==> src/rtl/range_to_pwm_if.sv <==
// Range-sample handshake between the VL6180X readout path and range_to_pwm.
interface range_to_pwm_if;
    logic [7:0] RANGE_DATA;
    logic       RANGE_ERR;
    logic       RANGE_VALID;
    logic       RANGE_READY;

    modport master (
        output RANGE_DATA,
        output RANGE_ERR,
        output RANGE_VALID,
        input  RANGE_READY
    );

    modport slave (
        input  RANGE_DATA,
        input  RANGE_ERR,
        input  RANGE_VALID,
        output RANGE_READY
    );
endinterface

==> src/rtl/range_to_pwm.sv <==
// Maps 8-bit range samples onto a PWM duty threshold: clamp, optional invert,
// multi-cycle shift-add multiply and restoring divide, then optional IIR smoothing.
module range_to_pwm #(
    parameter logic [31:0] PWM_TOP      = 32'd11999,
    parameter logic [7:0]  RANGE_MIN    = 8'd10,
    parameter logic [7:0]  RANGE_MAX    = 8'd200,
    parameter bit          INVERT       = 1'b1,
    parameter int unsigned SMOOTH_SHIFT = 0
) (
    input  logic                 CLK,
    input  logic                 RST,
    range_to_pwm_if.slave        rng,
    output logic [31:0]          PWM_COUNTER,
    output logic [31:0]          PWM_PERIOD,
    output logic                 UPDATE,
    output logic                 BUSY
);

    typedef enum logic [2:0] {IDLE, PREP, MUL, DIV, SMOOTH} state_t;

    localparam logic [7:0]  SPAN  = RANGE_MAX - RANGE_MIN;
    localparam logic [40:0] MCAND = 41'(PWM_TOP) + 41'd1;
    localparam logic [33:0] SNAP  = 34'd1 << SMOOTH_SHIFT;

    state_t        state_q, state_d;
    logic [7:0]    data_q, data_d;
    logic          err_q, err_d;
    logic [7:0]    mplier_q, mplier_d;
    logic [40:0]   mcand_q, mcand_d;
    logic [40:0]   prod_q, prod_d;
    logic [7:0]    rem_q, rem_d;
    logic [5:0]    cnt_q, cnt_d;
    logic [31:0]   period_q, period_d;
    logic          update_q, update_d;

    logic          transfer;
    logic [7:0]    r_clamp;
    logic [7:0]    offset;
    logic [8:0]    rem_sh;
    logic          ge;
    logic [32:0]   target;
    logic signed [33:0] diff;
    logic signed [33:0] step;
    logic signed [33:0] sum;
    logic [33:0]   mag;

    assign rng.RANGE_READY = (state_q == IDLE) & ~RST;
    assign transfer        = rng.RANGE_VALID & rng.RANGE_READY;
    assign BUSY            = (state_q != IDLE);
    assign PWM_COUNTER     = PWM_TOP;
    assign PWM_PERIOD      = period_q;
    assign UPDATE          = update_q;

    always_comb begin
        state_d  = state_q;
        data_d   = data_q;
        err_d    = err_q;
        mplier_d = mplier_q;
        mcand_d  = mcand_q;
        prod_d   = prod_q;
        rem_d    = rem_q;
        cnt_d    = cnt_q;
        period_d = period_q;
        update_d = 1'b0;
        r_clamp  = '0;
        offset   = '0;
        rem_sh   = '0;
        ge       = 1'b0;
        target   = '0;
        diff     = '0;
        step     = '0;
        sum      = '0;
        mag      = '0;

        case (state_q)
            IDLE: begin
                if (transfer) begin
                    data_d  = rng.RANGE_DATA;
                    err_d   = rng.RANGE_ERR;
                    prod_d  = '0;
                    state_d = rng.RANGE_ERR ? SMOOTH : PREP;
                end
            end
            PREP: begin
                if (data_q <= RANGE_MIN)      r_clamp = RANGE_MIN;
                else if (data_q >= RANGE_MAX) r_clamp = RANGE_MAX;
                else                          r_clamp = data_q;
                offset   = INVERT ? (RANGE_MAX - r_clamp) : (r_clamp - RANGE_MIN);
                mplier_d = offset;
                mcand_d  = MCAND;
                prod_d   = '0;
                rem_d    = '0;
                cnt_d    = '0;
                state_d  = MUL;
            end
            MUL: begin
                if (mplier_q[0]) prod_d = prod_q + mcand_q;
                mcand_d  = mcand_q << 1;
                mplier_d = mplier_q >> 1;
                cnt_d    = cnt_q + 6'd1;
                if (cnt_q == 6'd7) begin
                    cnt_d   = '0;
                    state_d = DIV;
                end
            end
            DIV: begin
                // Quotient bits shift into prod_q as dividend bits shift out.
                rem_sh = {rem_q, prod_q[40]};
                ge     = (rem_sh >= {1'b0, SPAN});
                rem_d  = ge ? 8'(rem_sh - {1'b0, SPAN}) : rem_sh[7:0];
                prod_d = {prod_q[39:0], ge};
                cnt_d  = cnt_q + 6'd1;
                if (cnt_q == 6'd40) begin
                    cnt_d   = '0;
                    state_d = SMOOTH;
                end
            end
            SMOOTH: begin
                target = err_q ? 33'd0 : prod_q[32:0];
                diff   = $signed({1'b0, target}) - $signed({2'b00, period_q});
                mag    = diff[33] ? 34'(-diff) : 34'(diff);
                step   = diff >>> SMOOTH_SHIFT;
                sum    = $signed({2'b00, period_q}) + step;
                if (err_q)                  period_d = '0;
                else if (SMOOTH_SHIFT == 0) period_d = target[31:0];
                else if (mag < SNAP)        period_d = target[31:0];
                else                        period_d = sum[31:0];
                update_d = 1'b1;
                state_d  = IDLE;
            end
            default: state_d = IDLE;
        endcase
    end

    always_ff @(posedge CLK or posedge RST) begin
        if (RST) begin
            state_q  <= IDLE;
            data_q   <= '0;
            err_q    <= 1'b0;
            mplier_q <= '0;
            mcand_q  <= '0;
            prod_q   <= '0;
            rem_q    <= '0;
            cnt_q    <= '0;
            period_q <= '0;
            update_q <= 1'b0;
        end else begin
            state_q  <= state_d;
            data_q   <= data_d;
            err_q    <= err_d;
            mplier_q <= mplier_d;
            mcand_q  <= mcand_d;
            prod_q   <= prod_d;
            rem_q    <= rem_d;
            cnt_q    <= cnt_d;
            period_q <= period_d;
            update_q <= update_d;
        end
    end

endmodule

==> src/flat_wrapper.sv <==
// flat-port wrapper written by rule: the top's interface ports become plain ports
module range_to_pwm_flat 
#(
    parameter logic [31:0] PWM_TOP      = 32'd11999,
    parameter logic [7:0]  RANGE_MIN    = 8'd10,
    parameter logic [7:0]  RANGE_MAX    = 8'd200,
    parameter bit          INVERT       = 1'b1,
    parameter int unsigned SMOOTH_SHIFT = 0
)
  (CLK, RST, PWM_COUNTER, PWM_PERIOD, UPDATE, BUSY, rng_RANGE_DATA, rng_RANGE_ERR, rng_RANGE_VALID, rng_RANGE_READY);
  range_to_pwm_if rng_i ();
  input  logic CLK;
  input  logic RST;
  output logic [31:0] PWM_COUNTER;
  output logic [31:0] PWM_PERIOD;
  output logic UPDATE;
  output logic BUSY;
  input wire logic [$bits(rng_i.RANGE_DATA)-1:0] rng_RANGE_DATA;
  input wire logic [$bits(rng_i.RANGE_ERR)-1:0] rng_RANGE_ERR;
  input wire logic [$bits(rng_i.RANGE_VALID)-1:0] rng_RANGE_VALID;
  output wire logic [$bits(rng_i.RANGE_READY)-1:0] rng_RANGE_READY;
  assign rng_i.RANGE_DATA = rng_RANGE_DATA;
  assign rng_i.RANGE_ERR = rng_RANGE_ERR;
  assign rng_i.RANGE_VALID = rng_RANGE_VALID;
  assign rng_RANGE_READY = rng_i.RANGE_READY;
  range_to_pwm #(.PWM_TOP(PWM_TOP), .RANGE_MIN(RANGE_MIN), .RANGE_MAX(RANGE_MAX), .INVERT(INVERT), .SMOOTH_SHIFT(SMOOTH_SHIFT)) u_core (.CLK(CLK), .RST(RST), .rng(rng_i), .PWM_COUNTER(PWM_COUNTER), .PWM_PERIOD(PWM_PERIOD), .UPDATE(UPDATE), .BUSY(BUSY));
endmodule
==> config.mk <==
export PLATFORM = sky130hd
export DESIGN_NAME = range_to_pwm_flat
export DESIGN_NICKNAME = d
export VERILOG_FILES = /design/src/rtl/range_to_pwm_if.sv /design/src/rtl/range_to_pwm.sv /design/src/flat_wrapper.sv
export SDC_FILE = /design/constraint.sdc
export NUM_CORES = 1
export LEC_CHECK = 0
export ABC_AREA = 0
export BUFFER_PORTS_ARGS = -buffer_cell sky130_fd_sc_hd__buf_2
export CAP_MARGIN = 0
export CORE_AREA = 2 2 218 166
export DETAILED_ROUTE_END_ITERATION = 10
export DIE_AREA = 0 0 220 168
export GPL_ROUTABILITY_DRIVEN = 1
export MAX_ROUTING_LAYER = met4
export SYNTH_ARGS = -nofsm -noshare
export SYNTH_HDL_FRONTEND = slang
export SYNTH_SLANG_ARGS = --single-unit
==> constraint.sdc <==
create_clock -name CLK -period 5.2 [get_ports CLK]
set_input_delay 0.52 -clock CLK [delete_from_list [all_inputs] [get_ports CLK]]
set_output_delay 0.52 -clock CLK [all_outputs]
set_load 0.01 [all_outputs]
==> results of run 1 <==
[state kept, by name (all words and copies together) (netlist names)]
| register | cells |
|---|---|
| u_core.PWM_PERIOD | 32 |
| u_core.UPDATE | 1 |
| u_core.cnt_q | 6 |
| u_core.data_q | 8 |
| u_core.err_q | 1 |
| u_core.mcand_q | 36 |
| u_core.mplier_q | 8 |
| u_core.prod_q | 41 |
| u_core.rem_q | 8 |
| u_core.state_q | 3 |
[logic make-up after synthesis]
logic type               Yosys count  share of synthesized area (%)
AO/OA/AOI/OAI                    320                           25.1
AND/OR/NAND/NOR                  289                           15.7
flip-flops                       144                           41.7
buffers and inverters            102                           6.55
adder cells (fa/ha/maj)           40                           5.88
XOR/XNOR                          37                           3.75
multiplexers                      10                           1.29
other                              2                         0.0869
[power groups by stage]
stage | Sequential, uW | Combinational, uW | Clock (uW)
floorplan | 1880 | 2570 | 0
global placement | 2050 | 3100 | 0
detailed placement | 2060 | 3140 | 0
CTS | 2050 | 3160 | 1190
global route | 2130 | 3580 | 1250
finish | 2040 | 3140 | 1170
[cells in the mapped netlist, types with 15 or more instances]
master      n  area [um^2]
inv_1      18         67.6
nand2_1    92          345
a21oi_1    65          325
a22o_1     40          350
ha_1       39          488
nand2b_1   41          257
nand3_1    20          100
clkbuf_1   40          150
o21ai_0    86          430
xnor2_1    22          193
a22oi_1    15          113
dfrtp_1   144         3600
nor2_1     83          312
xor2_1     15          131
buf_4      33          248
[metal layers]
| layer | up-vias | wire, um | global-route usage [%] |
|---|---|---|---|
| met5 | - | 0 | - |
| met1 | 3368 | 10400 | 17.1 |
| li1 | 3409 | - | - |
| met4 | 0 | 182 | 3.36 |
| met3 | 10 | 945 | 2.58 |
| met2 | 138 | 8980 | 17.3 |
[cell type report]
cell class	instances	area, um^2	area share (%)
clock inverter	13	114	1.18
timing repair buffer	52	275	2.84
clock buffer	19	443	4.57
multi-input combinational	728	4600	47.5
tap	465	582	6.01
inverter	18	72.6	0.749
sequential	144	3600	37.2
[through the flow]
step	hold slack [ns]	worst slack (ns)
2_1_floorplan	0.460	0.362
3_3_place_gp	0.457	2.33
3_5_place_dp	0.466	2.23
4_1_cts	0.223	2.22
5_1_grt	0.249	1.92
6_report	0.188	2.22
[how the worst max path moves through the flow]
stage / start / endpoint / slack [ns] / cells past startpoint
3_3_place_gp: u_core.prod_q[5] / u_core.prod_q[37] / 2.33 / 11
6_report: u_core.state_q[1] / u_core.prod_q[40] / 2.22 / 9
4_1_cts: u_core.state_q[1] / u_core.prod_q[40] / 2.22 / 9
2_1_floorplan: RST / u_core.data_q[0] / 0.36 / 5
3_5_place_dp: u_core.state_q[1] / u_core.prod_q[40] / 2.23 / 9
5_1_grt: u_core.prod_q[5] / u_core.prod_q[27] / 1.92 / 11
==> results.cfg, run 1 <==
[outcome]
status = finished clean

[placement]
portBuffers = 46
place_area_mm2 = 0.00913
placedCellCount = 1407
finalWeightedCongestion = 0.851
dp_hpwl_um = 14100

[cts]
cts.repair.resized = 0
cts-root-buf = clkbuf_16
cts_tree = yes
cts_max_path_buffers = 2
worstSkewPairLatency_ns = 0.43
ctsHoldBuffers = 0
cts-htree-levels = 4
cts.sinks = 144
cts.reportedPaths.clkPinSlew_ns = 0.06
cts_buffers = 17
post_cts_buffers = 0

[setup_path]
critPathRequiredTime_ns = 5.54
critPathMaxFanout = 24
rrSetupSlack_ns = 2.22
cp_cell_sequence = or3b_2 -> a31oi_2 -> buf_4 -> nand2_1 -> nor3_1 -> o21ai_0 -> o41ai_1 -> a21oi_1 -> a22oi_1
r2r-start = u_core.state_q[1]
r2r_cells = 9
cp_slowest_stage_delay_ns = 0.64
startpoint_type = flop
critPathArrivalTime_ns = 3.33
worstSetupPathType = reg2reg
crit_family = simple AND/OR/NAND/NOR gates
r2r-end = u_core.prod_q[40]
path_buf_inv = 1
critical-path-slowest-cell = dfrtp_1
critPathCaptureType = flop

[synth]
synth_ff_type = dfrtp_1
synth_area_mm2 = 0.00864
synth_edf_count = 0
synth.distinct_cells = 73
ys_ff_latch = 144
synth.avg_cell_area_um2 = 9.15
syn_inst = 944
async_flop_share_pct = 100
seq_area_frac_synth_pct = 41.7
ys_warn_count = 0

[timing]
period_minus_slack_ns = 2.98
timing.final.hold_violations = 0
skew_ns = 0.0161
rsz0062_at_grt = false
slew_headroom_pct = 31.4
setup_viol = 0
period_share_pct = 57.4
slew_violations = 0
max_freq_mhz = 335
worst_pin_slew_ns = 1.03
fin_tns_setup_ns = 0

[power_and_ir_drop]
peakVddDrop_mv = 0.278
p_switching_uw = 2870
intPower_uw = 3490
seqPwrFrac_pct = 32.2
p_leak_uw = 0.00432
sw_frac_of_total_pct = 45.1
total_power_uw = 6350
pwr-share-clk_pct = 18.4
powerDensity_mw_per_mm2 = 656
p_comb_share_pct = 49.5

[layout]
utilization_pct = 27.6
n_antenna_cell = 0
instances_no_fill = 1439
final_cell_mix = dfrtp_1 (144), nand2_1 (91), o21ai_0 (86)
fill_cells = 3729
final_common_cell = dfrtp_1
design_area_mm2 = 0.00969
fin_nets = 1013
syn_to_final_growth_pct = 12.1
drive_gt1_share_pct = 11.1

[die]
fp.dieArea_mm2 = 0.0370
rows = 60
die_h_um = 168
start_util_pct = 24.6
io_pins = 79
die_x_um = 220
core_mm2 = 0.0351

[run]
max_cap_viol_count = 0

[detailed_routing]
wl_per_cell_um = 14.3
routed_via_density = 4.81
drtIter0Drc = 602
wirelength_um = 20500
drtPass1Iterations = 5
antenna_left = 0
post-route-drc-count = 0
route.vias.total = 6925

[global_routing]
grt_usage_pct = 12.1
grt_first_pass_wirelength_um = 35200
antenna_found_initial = 0
grt_overflow = 0
grt_max_degree = 76
grt_pass1_vias = 6702

[min_path]
hp-class = in2async
Note: power is estimated with default switching activity, not from simulation.
==> inputs of run 2 (changes only) <==
==> constraint.sdc (replaced) <==
create_clock -name CLK -period 2.6 [get_ports CLK]
set_input_delay 0.26 -clock CLK [delete_from_list [all_inputs] [get_ports CLK]]
set_output_delay 0.26 -clock CLK [all_outputs]
set_load 0.01 [all_outputs]
==> run 2 against run 1 <==
The flow now finishes with violations (setup timing). Flip-flop and latch count did not move. Largest power group unchanged. Combinational power increased by 140%. Critical path type unchanged. Clock power rose by 100%. Clock skew grew 0.00066 ns. Die area unchanged. Critical path depth rose by 2. Non-clock buffer count increased by 68.
==> results.cfg, run 2 (same netlist as run 1, synthesis figures left out) <==
[detailed_routing]
wl_met2_um = 9510
route.vias.total = 7226
antenna_left = 0
wl_met1_um = 11000
wirelength_um = 21600
wl_per_cell_um = 14.3
routed_via_density = 4.79
drtIter0Drc = 533
top_layer = met4
drtPass1Iterations = 4
post-route-drc-count = 0
wl_met3_um = 796

[layout]
utilization_pct = 29.5
regMostFlops = u_core.prod_q
final_common_cell = dfrtp_1
drive_gt1_share_pct = 19.2
design_area_mm2 = 0.0104
syn_to_final_growth_pct = 20.0
n_antenna_cell = 0
fin_nets = 1081
fill_cells = 3692
largest_reg_flops = 41
final_cell_mix = dfrtp_1 (144), nand2_1 (90), nor2_1 (82)
instances_no_fill = 1507

[placement]
dp_hpwl_um = 14900
placement.setup.worst_slack_ns = -0.123
finalWeightedCongestion = 0.843
place_area_mm2 = 0.00965
placedCellCount = 1472
portBuffers = 46

[cts]
cts.sinks = 144
cts_max_path_buffers = 2
cts-htree-levels = 4
cts_buffers = 17
worstSkewPairLatency_ns = 0.44
cts-root-buf = clkbuf_16
cts_tree = yes
cts.reportedPaths.clkPinSlew_ns = 0.06

[min_path]
hp-class = in2reg

[timing]
slew_headroom_pct = 47.5
setup_viol = 1
setup_slack_ns = -0.0150
period_share_pct = 101
skew_ns = 0.0168
worst_pin_slew_ns = 0.788
period_minus_slack_ns = 2.62
max_freq_mhz = 382
rsz0062_at_grt = true
timing.final.hold_violations = 0
slew_violations = 0

[global_routing]
grt_usage_pct = 12.5
antenna_found_initial = 0
grt_overflow = 0
grt_pass1_vias = 7018
grt_first_pass_wirelength_um = 36600
grt_max_degree = 145

[outcome]
status = complete, but fails checks
violations = setup timing

[power_and_ir_drop]
total_power_uw = 13800
peakVddDrop_mv = 0.631
p_comb_share_pct = 54.6
p_leak_uw = 0.00467
sw_frac_of_total_pct = 44.3
pwr-share-clk_pct = 17.1
powerDensity_mw_per_mm2 = 1330
intPower_uw = 7690
seqPwrFrac_pct = 28.2
p_switching_uw = 6120

[die]
die_x_um = 220
fp.dieArea_mm2 = 0.0370
io_pins = 79
start_util_pct = 24.6
rows = 60
die_h_um = 168
core_mm2 = 0.0351

[setup_path]
critPathMaxFanout = 3
startpoint_type = flop
worstSetupPathType = reg2reg
critPathArrivalTime_ns = 2.92
critPathCaptureType = flop
critPathRequiredTime_ns = 2.90

[run]
max_cap_viol_count = 0
[run 2: final cells by class]
class / count / area, um^2 / share of cell area (%)
well taps: 465 / 582 / 5.61
inverters: 18 / 71.3 / 0.688
flip-flops and latches: 144 / 3600 / 34.8
clock inverters: 14 / 131 / 1.27
clock buffers: 18 / 429 / 4.14
multi-input cells: 728 / 4740 / 45.7
repair buffers: 120 / 811 / 7.82
[run 2: path summary, 6_finish.rpt]
check	from	endpoint	slack, ns	cells after the start
setup / recovery	u_core.prod_q[5]	u_core.prod_q[37]	-0.02	11
hold reg to reg	u_core.PWM_PERIOD[14]	u_core.PWM_PERIOD[14]	0.47	2
setup reg to reg	u_core.prod_q[5]	u_core.prod_q[37]	-0.02	11
max in group asynchronous	RST	u_core.prod_q[19]	1.91	3
hold / removal	rng_RANGE_DATA[3]	u_core.data_q[3]	0.06	3
min in group asynchronous	RST	u_core.mplier_q[6]	0.11	3
[run 2: critical path: stages (launching register included)]
cell	delay, ns
dfrtp_1	0.37
ha_2	0.20
inv_2	0.04
fa_2	0.33
nand2b_4	0.18
a211oi_4	0.32
o21ai_4	0.12
a2111oi_4	0.35
nor3b_4	0.11
o41ai_2	0.25
xnor2_1	0.16
o21ai_1	0.07
[run 2: repair_timing]
item                                    4_1_cts  5_1_grt
gates resized for setup                       7       30
buffers inserted                              0        3
pin swaps                                     2        6
hold buffers                                  0        0
endpoints found under the setup margin        7       22
[run 2: power groups by stage]
stage	clock network (uW)	registers, uW	logic (uW)
2_1_floorplan	0	3750	5160
3_3_place_gp	0	3900	7220
3_5_place_dp	0	3910	7310
4_1_cts	2430	3880	7400
5_1_grt	2520	4030	8510
6_report	2360	3900	7550
[run 2: per-layer routing]
metal	vias to the layer above	track usage, %
met3	22	2.33
met1	3526	17.9
li1	3540	-
met2	138	18.1
met5	-	-
met4	0	3.30
[run 2: metrics by stage]
stage	hold slack, ns	setup TNS (ns)
global route	0.0572	-0.522
detailed placement	0.465	-0.448
finish	0.0564	-0.0150
CTS	0.0469	-0.0337
global placement	0.455	-0.105
floorplan	0.377	-9.61
